--- src/rtl/axi_interconnect_pkg.sv ---
`default_nettype none
// +--------------------------------------------------------------------------+
// | axi_interconnect_pkg : crossbar-wide types, defaults and helpers          |
// | Rev 1.0                                                                   |
// +--------------------------------------------------------------------------+
package axi_interconnect_pkg;

  localparam int unsigned DEFAULT_TIMEOUT = 256;

  typedef enum logic {
    ST_IDLE  = 1'b0,
    ST_GRANT = 1'b1
  } grant_state_e;

  function automatic int unsigned idx_width(input int unsigned n);
    return (n < 2) ? 1 : $clog2(n);
  endfunction

endpackage
`default_nettype wire

--- src/rtl/axi_interconnect_crossbar_grant_ctrl_if.sv ---
`default_nettype none
// +--------------------------------------------------------------------------+
// | axi_interconnect_crossbar_grant_ctrl_if : request/handshake/grant bundle  |
// | Rev 1.0                                                                   |
// +--------------------------------------------------------------------------+
interface axi_interconnect_crossbar_grant_ctrl_if #(
  parameter int NUM = 8
);
  import axi_interconnect_pkg::*;

  localparam int WIDTH = idx_width(NUM);

  logic [NUM-1:0]   user_req;
  logic             chn_valid;
  logic             chn_ready;
  logic             chn_last;
  logic             grant_vld;
  logic [WIDTH-1:0] grant_id;
  logic [NUM-1:0]   grant_oh;
  logic             timeout_err;
  logic [WIDTH-1:0] timeout_id;

  // Controller side: consumes requests and channel handshake, produces the grant
  modport master (
    input  user_req, chn_valid, chn_ready, chn_last,
    output grant_vld, grant_id, grant_oh, timeout_err, timeout_id
  );

  modport slave (
    output user_req, chn_valid, chn_ready, chn_last,
    input  grant_vld, grant_id, grant_oh, timeout_err, timeout_id
  );

endinterface
`default_nettype wire

--- src/rtl/axi_interconnect_crossbar_arbit_polling.sv ---
`default_nettype none
// +--------------------------------------------------------------------------+
// | axi_interconnect_crossbar_arbit_polling : combinational round-robin pick  |
// | Rev 1.0                                                                   |
// +--------------------------------------------------------------------------+
module axi_interconnect_crossbar_arbit_polling #(
  parameter int NUM   = 8,
  parameter int WIDTH = 3
) (
  input  logic [NUM-1:0]   user_req,
  input  logic [WIDTH-1:0] last_user,
  output logic [WIDTH-1:0] current_user
);

  logic [WIDTH-1:0] w_idx;

  // Walk from the farthest candidate back toward last_user+1 so the nearest
  // requester overwrites; index arithmetic wraps naturally since NUM is 2^WIDTH.
  always_comb begin
    current_user = last_user;
    w_idx        = '0;
    for (int i = NUM; i >= 1; i--) begin
      w_idx = last_user + WIDTH'(i);
      if (user_req[w_idx]) begin
        current_user = w_idx;
      end
    end
  end

endmodule
`default_nettype wire

--- src/rtl/axi_interconnect_crossbar_grant_ctrl.sv ---
`default_nettype none
// +--------------------------------------------------------------------------+
// | axi_interconnect_crossbar_grant_ctrl : locked round-robin grant + watchdog|
// | Rev 1.0                                                                   |
// +--------------------------------------------------------------------------+
module axi_interconnect_crossbar_grant_ctrl
  import axi_interconnect_pkg::*;
#(
  parameter int NUM     = 8,
  parameter int TIMEOUT = DEFAULT_TIMEOUT
) (
  input  logic                                  clk_sys,
  input  logic                                  rst_n,
  axi_interconnect_crossbar_grant_ctrl_if.master bus
);

  localparam int WIDTH   = idx_width(NUM);
  localparam int c_cnt_w = (TIMEOUT == 0) ? 1 : $clog2(TIMEOUT + 1);
  localparam logic [c_cnt_w-1:0] c_cnt_max = '1;

  grant_state_e        r_state, w_state_nxt;
  logic [WIDTH-1:0]    r_last_user, w_last_user_nxt;
  logic [c_cnt_w-1:0]  r_cnt, w_cnt_nxt;
  logic                r_grant_vld, w_grant_vld_nxt;
  logic [WIDTH-1:0]    r_grant_id, w_grant_id_nxt;
  logic [NUM-1:0]      r_grant_oh, w_grant_oh_nxt;
  logic                r_timeout_err, w_timeout_err_nxt;
  logic [WIDTH-1:0]    r_timeout_id, w_timeout_id_nxt;

  logic [WIDTH-1:0]    w_current_user;
  logic                w_beat;
  logic                w_wdog_hit;

  axi_interconnect_crossbar_arbit_polling #(
    .NUM   (NUM),
    .WIDTH (WIDTH)
  ) u_arbit (
    .user_req     (bus.user_req),
    .last_user    (r_last_user),
    .current_user (w_current_user)
  );

  assign w_beat = bus.chn_valid & bus.chn_ready;

  generate
    if (TIMEOUT != 0) begin : g_wdog
      assign w_wdog_hit = (r_cnt == c_cnt_w'(TIMEOUT - 1));
    end else begin : g_no_wdog
      assign w_wdog_hit = 1'b0;
    end
  endgenerate

  always_comb begin
    w_state_nxt       = r_state;
    w_last_user_nxt   = r_last_user;
    w_cnt_nxt         = r_cnt;
    w_grant_vld_nxt   = r_grant_vld;
    w_grant_id_nxt    = r_grant_id;
    w_grant_oh_nxt    = r_grant_oh;
    w_timeout_err_nxt = 1'b0;
    w_timeout_id_nxt  = r_timeout_id;
    case (r_state)
      ST_IDLE: begin
        w_grant_vld_nxt = 1'b0;
        w_grant_oh_nxt  = '0;
        if (|bus.user_req) begin
          w_state_nxt     = ST_GRANT;
          w_grant_vld_nxt = 1'b1;
          w_grant_id_nxt  = w_current_user;
          w_grant_oh_nxt  = NUM'(1) << w_current_user;
          w_cnt_nxt       = '0;
        end
      end
      ST_GRANT: begin
        // A completing beat outranks the watchdog in the same cycle
        if (w_beat && bus.chn_last) begin
          w_state_nxt     = ST_IDLE;
          w_last_user_nxt = r_grant_id;
          w_grant_vld_nxt = 1'b0;
          w_grant_oh_nxt  = '0;
        end else if (w_beat) begin
          w_cnt_nxt = '0;
        end else if (w_wdog_hit) begin
          w_state_nxt       = ST_IDLE;
          w_last_user_nxt   = r_grant_id;
          w_grant_vld_nxt   = 1'b0;
          w_grant_oh_nxt    = '0;
          w_timeout_err_nxt = 1'b1;
          w_timeout_id_nxt  = r_grant_id;
        end else if (r_cnt != c_cnt_max) begin
          w_cnt_nxt = r_cnt + 1'b1;
        end
      end
      default: begin
        w_state_nxt = ST_IDLE;
      end
    endcase
  end

  always_ff @(posedge clk_sys or negedge rst_n) begin
    if (!rst_n) begin
      r_state       <= ST_IDLE;
      r_last_user   <= '0;
      r_cnt         <= '0;
      r_grant_vld   <= 1'b0;
      r_grant_id    <= '0;
      r_grant_oh    <= '0;
      r_timeout_err <= 1'b0;
      r_timeout_id  <= '0;
    end else begin
      r_state       <= w_state_nxt;
      r_last_user   <= w_last_user_nxt;
      r_cnt         <= w_cnt_nxt;
      r_grant_vld   <= w_grant_vld_nxt;
      r_grant_id    <= w_grant_id_nxt;
      r_grant_oh    <= w_grant_oh_nxt;
      r_timeout_err <= w_timeout_err_nxt;
      r_timeout_id  <= w_timeout_id_nxt;
    end
  end

  assign bus.grant_vld   = r_grant_vld;
  assign bus.grant_id    = r_grant_id;
  assign bus.grant_oh    = r_grant_oh;
  assign bus.timeout_err = r_timeout_err;
  assign bus.timeout_id  = r_timeout_id;

endmodule
`default_nettype wire

--- src/flat_wrapper.sv ---
// flat-port wrapper written by rule: the top's interface ports become plain ports
module axi_interconnect_crossbar_grant_ctrl_flat import axi_interconnect_pkg::*;
#(
  parameter int NUM     = 8,
  parameter int TIMEOUT = DEFAULT_TIMEOUT
)
  (clk_sys, rst_n, bus_user_req, bus_chn_valid, bus_chn_ready, bus_chn_last, bus_grant_vld, bus_grant_id, bus_grant_oh, bus_timeout_err, bus_timeout_id);
  axi_interconnect_crossbar_grant_ctrl_if #(.NUM(NUM)) bus_i ();
  input  logic clk_sys;
  input  logic rst_n;
  input wire logic [$bits(bus_i.user_req)-1:0] bus_user_req;
  input wire logic [$bits(bus_i.chn_valid)-1:0] bus_chn_valid;
  input wire logic [$bits(bus_i.chn_ready)-1:0] bus_chn_ready;
  input wire logic [$bits(bus_i.chn_last)-1:0] bus_chn_last;
  output wire logic [$bits(bus_i.grant_vld)-1:0] bus_grant_vld;
  output wire logic [$bits(bus_i.grant_id)-1:0] bus_grant_id;
  output wire logic [$bits(bus_i.grant_oh)-1:0] bus_grant_oh;
  output wire logic [$bits(bus_i.timeout_err)-1:0] bus_timeout_err;
  output wire logic [$bits(bus_i.timeout_id)-1:0] bus_timeout_id;
  assign bus_i.user_req = bus_user_req;
  assign bus_i.chn_valid = bus_chn_valid;
  assign bus_i.chn_ready = bus_chn_ready;
  assign bus_i.chn_last = bus_chn_last;
  assign bus_grant_vld = bus_i.grant_vld;
  assign bus_grant_id = bus_i.grant_id;
  assign bus_grant_oh = bus_i.grant_oh;
  assign bus_timeout_err = bus_i.timeout_err;
  assign bus_timeout_id = bus_i.timeout_id;
  axi_interconnect_crossbar_grant_ctrl #(.NUM(NUM), .TIMEOUT(TIMEOUT)) u_core (.clk_sys(clk_sys), .rst_n(rst_n), .bus(bus_i));
endmodule
--- config.mk ---
export PLATFORM = sky130hd
export DESIGN_NAME = axi_interconnect_crossbar_grant_ctrl_flat
export DESIGN_NICKNAME = d
export VERILOG_FILES = /design/src/rtl/axi_interconnect_pkg.sv /design/src/rtl/axi_interconnect_crossbar_grant_ctrl_if.sv /design/src/rtl/axi_interconnect_crossbar_arbit_polling.sv /design/src/rtl/axi_interconnect_crossbar_grant_ctrl.sv /design/src/flat_wrapper.sv
export SDC_FILE = /design/constraint.sdc
export NUM_CORES = 1
export LEC_CHECK = 0
export ABC_CLOCK_PERIOD_IN_PS = 3100
export CAP_MARGIN = 30
export CORE_MARGIN = 2
export CORE_UTILIZATION = 50
export DETAILED_ROUTE_END_ITERATION = 7
export MAX_ROUTING_LAYER = met4
export PLACE_DENSITY = 0.74
export REMOVE_ABC_BUFFERS = 1
export SETUP_SLACK_MARGIN = 0.2
export SLEW_MARGIN = 20
export SYNTH_ARGS = -nofsm -noshare
export SYNTH_HDL_FRONTEND = slang
export SYNTH_SLANG_ARGS = --single-unit
--- constraint.sdc ---
create_clock -name clk_sys -period 3.1 [get_ports clk_sys]
set_input_delay 0.775 -clock clk_sys [delete_from_list [all_inputs] [get_ports clk_sys]]
set_output_delay 0.775 -clock clk_sys [all_outputs]
set_load 0.02 [all_outputs]
# --- Yosys cells after proc, flatten, opt, wreduce, memory -nomap -nowiden ---
# Index checks and enable logic that the tools add are counted.
op_classes:
  n_addsub: 8
  order_cmp: 7
  n_eq_ne: 9
  shift: 1
  muxes: 48
  n_bitwise: 4
  reduce_logical: 8
op_table:
  columns: ["cell", "count"]
  rows:
  - ["9-bit 2-to-1 mux", 5]
  - ["8-bit 2-to-1 mux", 4]
  - ["3-bit 2-to-1 mux", 10]
  - ["3-bit by 4-bit less-than comparator with 1-bit output, second input constant", 7]
  - ["1-bit binary-select mux with 3-bit select", 7]
  - ["1-bit 2-to-1 mux", 18]
  - ["9-bit one-hot mux with 2 select lines", 1]
  - ["8-bit one-hot mux with 2 select lines", 1]
  - ["3-bit adder, second input constant", 4]
  - ["3-bit != test, second input constant", 4]
  - ["9-bit by 1-bit adder with 9-bit output, second input constant", 1]
  - ["9-bit by 8-bit == test with 1-bit output, second input constant", 1]
  - ["9-bit != test, second input constant", 1]
  - ["4-bit AND reduction", 2]
  - ["8-bit OR reduction", 1]
  - ["1-bit by 3-bit << shifter with 8-bit output, first input constant", 1]
  - ["3-bit by 2-bit adder with 3-bit output, second input constant", 2]
  - ["2-bit != test, second input constant", 2]
  - ["1-bit one-hot mux with 2 select lines", 2]
  - ["2-bit AND reduction", 2]
  - ["3-bit by 1-bit adder with 3-bit output, second input constant", 1]
  - ["1-bit NOT", 3]
  - ["3-bit AND reduction", 1]
  - ["2-bit by 1-bit != test with 1-bit output, second input constant", 1]
  - ["other kinds (3)", 3]
word_totals:
  register_bits: 29
  word_cells: 93

# --- Logic depth before layout (Yosys ltp) ---
depth:
  depth_word: 13
  mapped_depth: 13

# --- By module ---
# Synthesis repeated with hierarchy kept, for this count alone.
unflattened:
  hier_cells: 214
  hier_area_um2: 2232.1
by_module_without_submodules:
  columns: ["mod", "instances", "cells_per_inst", "area_each_um2", "seq_area_each_um2"]
  rows:
  - ["axi_interconnect_crossbar_grant_ctrl", 1, 116, 1343.8, 725.7]
  - ["axi_interconnect_crossbar_arbit_polling", 1, 98, 888.4, 0.0]

# --- Least setup slack after synthesis ---
# No wires, ideal clock.
synth_path:
  path_type: "register to register"
  start: "register u_core.r_last_user[1]"
  end: "register u_core.r_grant_oh[1] (netlist: u_core.bus.grant_oh[1])"
  setup_ns: 0.121
  arrival_time_ns: 2.937
  required_time_ns: 2.979
  slack_ns: 0.042
  path_stages_with_launch: 14
  period_less_slack_ns: 3.058
  path_cell_list: "dfrtp_1 -> buf_6 -> buf_2 -> inv_1 -> ha_1 -> clkbuf_1 -> mux4_1 -> mux2i_1 -> nand2_1 -> a211oi_2 -> nand2_1 -> a32o_2 -> buf_6 -> a32o_2"
synth_via:
  elab_chain_len: 13
  elab_cells_between_ends: 31
  cone_classes: "add/sub: 7; shift: 1; mux: 23"
synth_rtl:
  columns: ["item", "line", "source"]
  rows:
  - ["start, declared", "axi_interconnect_crossbar_grant_ctrl.sv:22", "logic [WIDTH-1:0] r_last_user, w_last_user_nxt;"]
  - ["start signal, assigned", "axi_interconnect_crossbar_grant_ctrl.sv:112", "r_last_user <= w_last_user_nxt;"]
  - ["3-bit adder", "axi_interconnect_crossbar_arbit_polling.sv:23", "w_idx = last_user + WIDTH'(i);"]
  - ["1-bit binary-select mux with 3-bit select", "axi_interconnect_crossbar_arbit_polling.sv:24", "if (user_req[w_idx]) begin"]
  - ["1-bit 2-to-1 mux (not written as such)", "axi_interconnect_crossbar_arbit_polling.sv:24", null]
  - ["3-bit 2-to-1 mux (6 in series)", "axi_interconnect_crossbar_arbit_polling.sv:24", null]
  - ["3-bit 2-to-1 mux (*)", "axi_interconnect_crossbar_arbit_polling.sv:24", null]
  - ["1-bit by 3-bit << shifter with 8-bit output (*)", "axi_interconnect_crossbar_grant_ctrl.sv:70", "w_grant_oh_nxt = NUM'(1) << w_current_user;"]
  - ["8-bit 2-to-1 mux (*)", "axi_interconnect_crossbar_grant_ctrl.sv:66", "if (|bus.user_req) begin"]
  - ["8-bit one-hot mux with 2 select lines (*)", "axi_interconnect_crossbar_grant_ctrl.sv:62", "case (r_state)"]
  - ["end signal, assigned", "axi_interconnect_crossbar_grant_ctrl.sv:116", "r_grant_oh <= w_grant_oh_nxt;"]
  - ["end, declared", "axi_interconnect_crossbar_grant_ctrl.sv:26", "logic [NUM-1:0] r_grant_oh, w_grant_oh_nxt;"]
# Every way passes the cells marked *; elsewhere a longest branch is shown, timed or not. The select of a mux whose other input is x is not followed.
# A chain may end at the register's enable or synchronous reset.

# --- Worst setup path in the final report ---
layout_path:
  start: "input port bus_user_req[6]"
  end: "register u_core.r_grant_id[2] (netlist: u_core.bus.grant_id[2])"
layout_via:
  elab_chain_len: 9
  elab_cells_between_ends: 23
  cone_classes: "mux: 21; reduce/logical: 2"
layout_rtl:
  columns: ["item", "line", "source"]
  rows:
  - ["start, declared", "flat_wrapper.sv:11", "input wire logic [$bits(bus_i.user_req)-1:0] bus_user_req;"]
  - ["1-bit binary-select mux with 3-bit select", "axi_interconnect_crossbar_arbit_polling.sv:24", null]
  - ["1-bit 2-to-1 mux (not written as such)", "axi_interconnect_crossbar_arbit_polling.sv:24", null]
  - ["3-bit 2-to-1 mux (7 in series)", "axi_interconnect_crossbar_arbit_polling.sv:24", null]
  - ["end signal, assigned", "axi_interconnect_crossbar_grant_ctrl.sv:115", "r_grant_id <= w_grant_id_nxt;"]
  - ["end, declared", "axi_interconnect_crossbar_grant_ctrl.sv:25", "logic [WIDTH-1:0] r_grant_id, w_grant_id_nxt;"]
# Several ways; a longest one is shown, not always the timed one. The select of a mux whose other input is x is not followed.

==> qor.yml <==
status: "complete, no violations"
fin_area_mm2: 0.00265
fillers: 334
finalClockSkew_ns: 0.00241
cts_root_buffer: "clkbuf_8"
worstPathArrival_ns: 2.98
yosysTopAreaCellShare: 0.344
synth_area_mm2: 0.00211
grt_max_degree: 30
ff_latch_area_um2: 726
synth.largest_area_cell: "dfrtp_1"
vias: 1867
slew_violations: 0
dpl_worst_slack_ns: -0.273
core_area_mm2: 0.00403
whs_ns: 0.481
worst_pin_slew_ns: 0.661
async_flop_share: 1.00
drive_above_1_share: 0.221
finalWorstSetupSlack_ns: 0.289
p_clk_frac: 0.102
grt_pass1_vias: 1693
hold_depth: 2
synth_top_family_by_area: "multiplexers"
synth.avg_cell_area_um2: 9.80
dieHeight_um: 68.9
setup_tns_ns: 0
diodes: 0
post-dp-hpwl_um: 3460
crit_type: "in -> reg"
globalplace.congestion: 0.894
grt_first_pass_wirelength_um: 8430
die_w_um: 68.9
synth-seq-area-share: 0.344
synth_mux_area_frac: 0.214
ys_warn_count: 0
p_sw_frac: 0.452
r2r_slack_ns: 0.38
hp-class: "reg -> reg"
drcViolationCount: 0
r2r-start: "u_core.r_last_user[1]"
worstHoldStart: "u_core.bus.grant_oh[7]"
multi_input_area_mm2: 0.00130
synth_flop_cell: "dfrtp_1"
vdd_drop_max_v: 0.000585
reg2reg_to: "u_core.bus.grant_id[2]"
layout.nets: 279
insertion_delay_ns: 0.28
p_int_mw: 1.61
timing.final.crit_period_ns: 2.81
postSynthCellCount: 215
p_seq_frac: 0.198
final_cell_mix: "dfrtp_1 (29), nand2_1 (26), buf_4 (21)"
ys_seq_elements: 29
cts.reportedPaths.clkPinSlew_ns: 0.06
synth_edf_count: 0
synth-xor-area-share: 0.0208
drv_cap: 0
ant_nets: 0
synth_compound_area_frac: 0.205
finalWirelength_um: 4910
portBuffers: 28
cp.required_ns: 3.27
rr_worst_depth: 9
cts_tree: "yes"
synthAdderAreaFrac: 0.0297
hold_end: "u_core.bus.grant_oh[7]"
synth.distinct_cells: 47
end_kind: "flip-flop"
track_usage: 0.246
io_pins: 29
overflow: 0
die_area_mm2: 0.00475
comb_power_share: 0.700
relSlewSlack: 0.560
finalPower_mw: 2.94
rsz0062_at_grt: "yes"
dr.pass1.iters: 4
power_density_mw_per_mm2: 1110
numCtsBuffers: 5
drt-initial-drc-count: 137
wl_per_cell_um: 15.7
cp_max_fo: 8
placed_area_mm2: 0.00253
yosys-top-cells-area: "dfrtp_1 (34%), mux4_2 (11%), o21ai_0 (4.8%)"
start_util: 0.523
leakagePower_nw: 1.16
fp-row-count: 23
antenna_found_initial: 0
final_common_cell: "dfrtp_1"
syn2layout_area_growth_pct: 25.6
finalHoldViolations: 0
cp-start-kind: "primary input"
fin_crit_sh: 0.907
fmax_mhz: 356
synth_simple_gate_area_frac: 0.133
finalSetupViolCount: 0
htree_levels: 2
cts_sinks: 29
viasPerCell: 5.98
cts_buffer_depth: 2
p_switching_mw: 1.33
cts_hold_buf: 0
## kinds of logic after synthesis
| logic type | after synthesis |
|---|---|
| AO/OA/AOI/OAI | 64 |
| XOR/XNOR | 5 |
| adder cells (fa/ha/maj) | 5 |
| buffers and inverters | 23 |
| flip-flops | 29 |
| multiplexers | 29 |
| AND/OR/NAND/NOR | 60 |
## layer usage
metal  wire length [um]  global-route usage
met1               2410               0.368
met2               2200               0.347
met3                282              0.0666
met4                 22              0.0294
met5                  0                   -
## power groups by stage
stage | sequential [mW] | combinational [mW] | clock (mW)
CTS | 0.580 | 2.03 | 0.311
global placement | 0.581 | 1.97 | 0
detailed placement | 0.586 | 1.98 | 0
floorplan | 0.686 | 1.26 | 0
finish | 0.582 | 2.06 | 0.300
global route | 0.601 | 2.27 | 0.331
## sequential cells by signal, summed over array words and instances, names as in the netlist
name                    flops
u_core.bus.grant_vld        1
u_core.r_state              1
u_core.bus.timeout_err      1
u_core.r_cnt                9
u_core.bus.timeout_id       3
u_core.bus.grant_id         3
u_core.r_last_user          3
u_core.bus.grant_oh         8
## area by class of cell
type	instances	area share
sequential	29	0.274
timing repair buffer	49	0.162
tap	50	0.0236
multi-input combinational	164	0.492
clock buffer	6	0.0274
clock inverter	2	0.00378
inverter	12	0.0170
## per-stage QoR
stage | cells | util
floorplan | 204 | -
global placement | 302 | 0.629
detailed placement | 302 | 0.629
CTS | 312 | 0.655
global route | 312 | 0.657
finish | 312 | 0.657
## cells in the mapped netlist, types with 4 or more instances
library cell	n
nand3_1	7
and3_1	4
nand2_1	26
mux4_2	10
o21ai_0	20
clkbuf_1	6
o31ai_1	6
and2_1	4
a21oi_1	11
mux2_2	8
dfrtp_1	29
nor2_1	10
inv_1	11
mux2i_1	6
ha_1	5
## repair_timing
item                       4_1_cts  5_1_grt
gates cloned                     1        0
gates resized for setup         10        2
pin swaps                        3        2
buffers inserted                 1        0
setup endpoints to repair       10        9
## worst max-delay path by stage
stage                           from                endpoint  slack [ns]  cells past startpoint
3_5_place_dp         bus_user_req[1]  u_core.bus.grant_oh[4]       -0.27                      9
3_3_place_gp         bus_user_req[1]  u_core.bus.grant_oh[5]       -0.23                      9
5_1_grt              bus_user_req[7]  u_core.bus.grant_oh[4]        0.20                      8
2_1_floorplan  u_core.r_last_user[1]  u_core.bus.grant_oh[0]       -0.04                      9
4_1_cts              bus_user_req[6]  u_core.bus.grant_id[2]        0.27                      7
6_report             bus_user_req[6]  u_core.bus.grant_id[2]        0.29                      8
## worst max-delay path, cell delays in order
cell	delay (ns)
dlygate4sd2_1	0.33
mux4_2	0.51
buf_4	0.17
a22oi_1	0.20
a211oi_1	0.10
a311o_1	0.36
and3_2	0.27
mux2_2	0.26
Power figures use the tool's default switching activity.
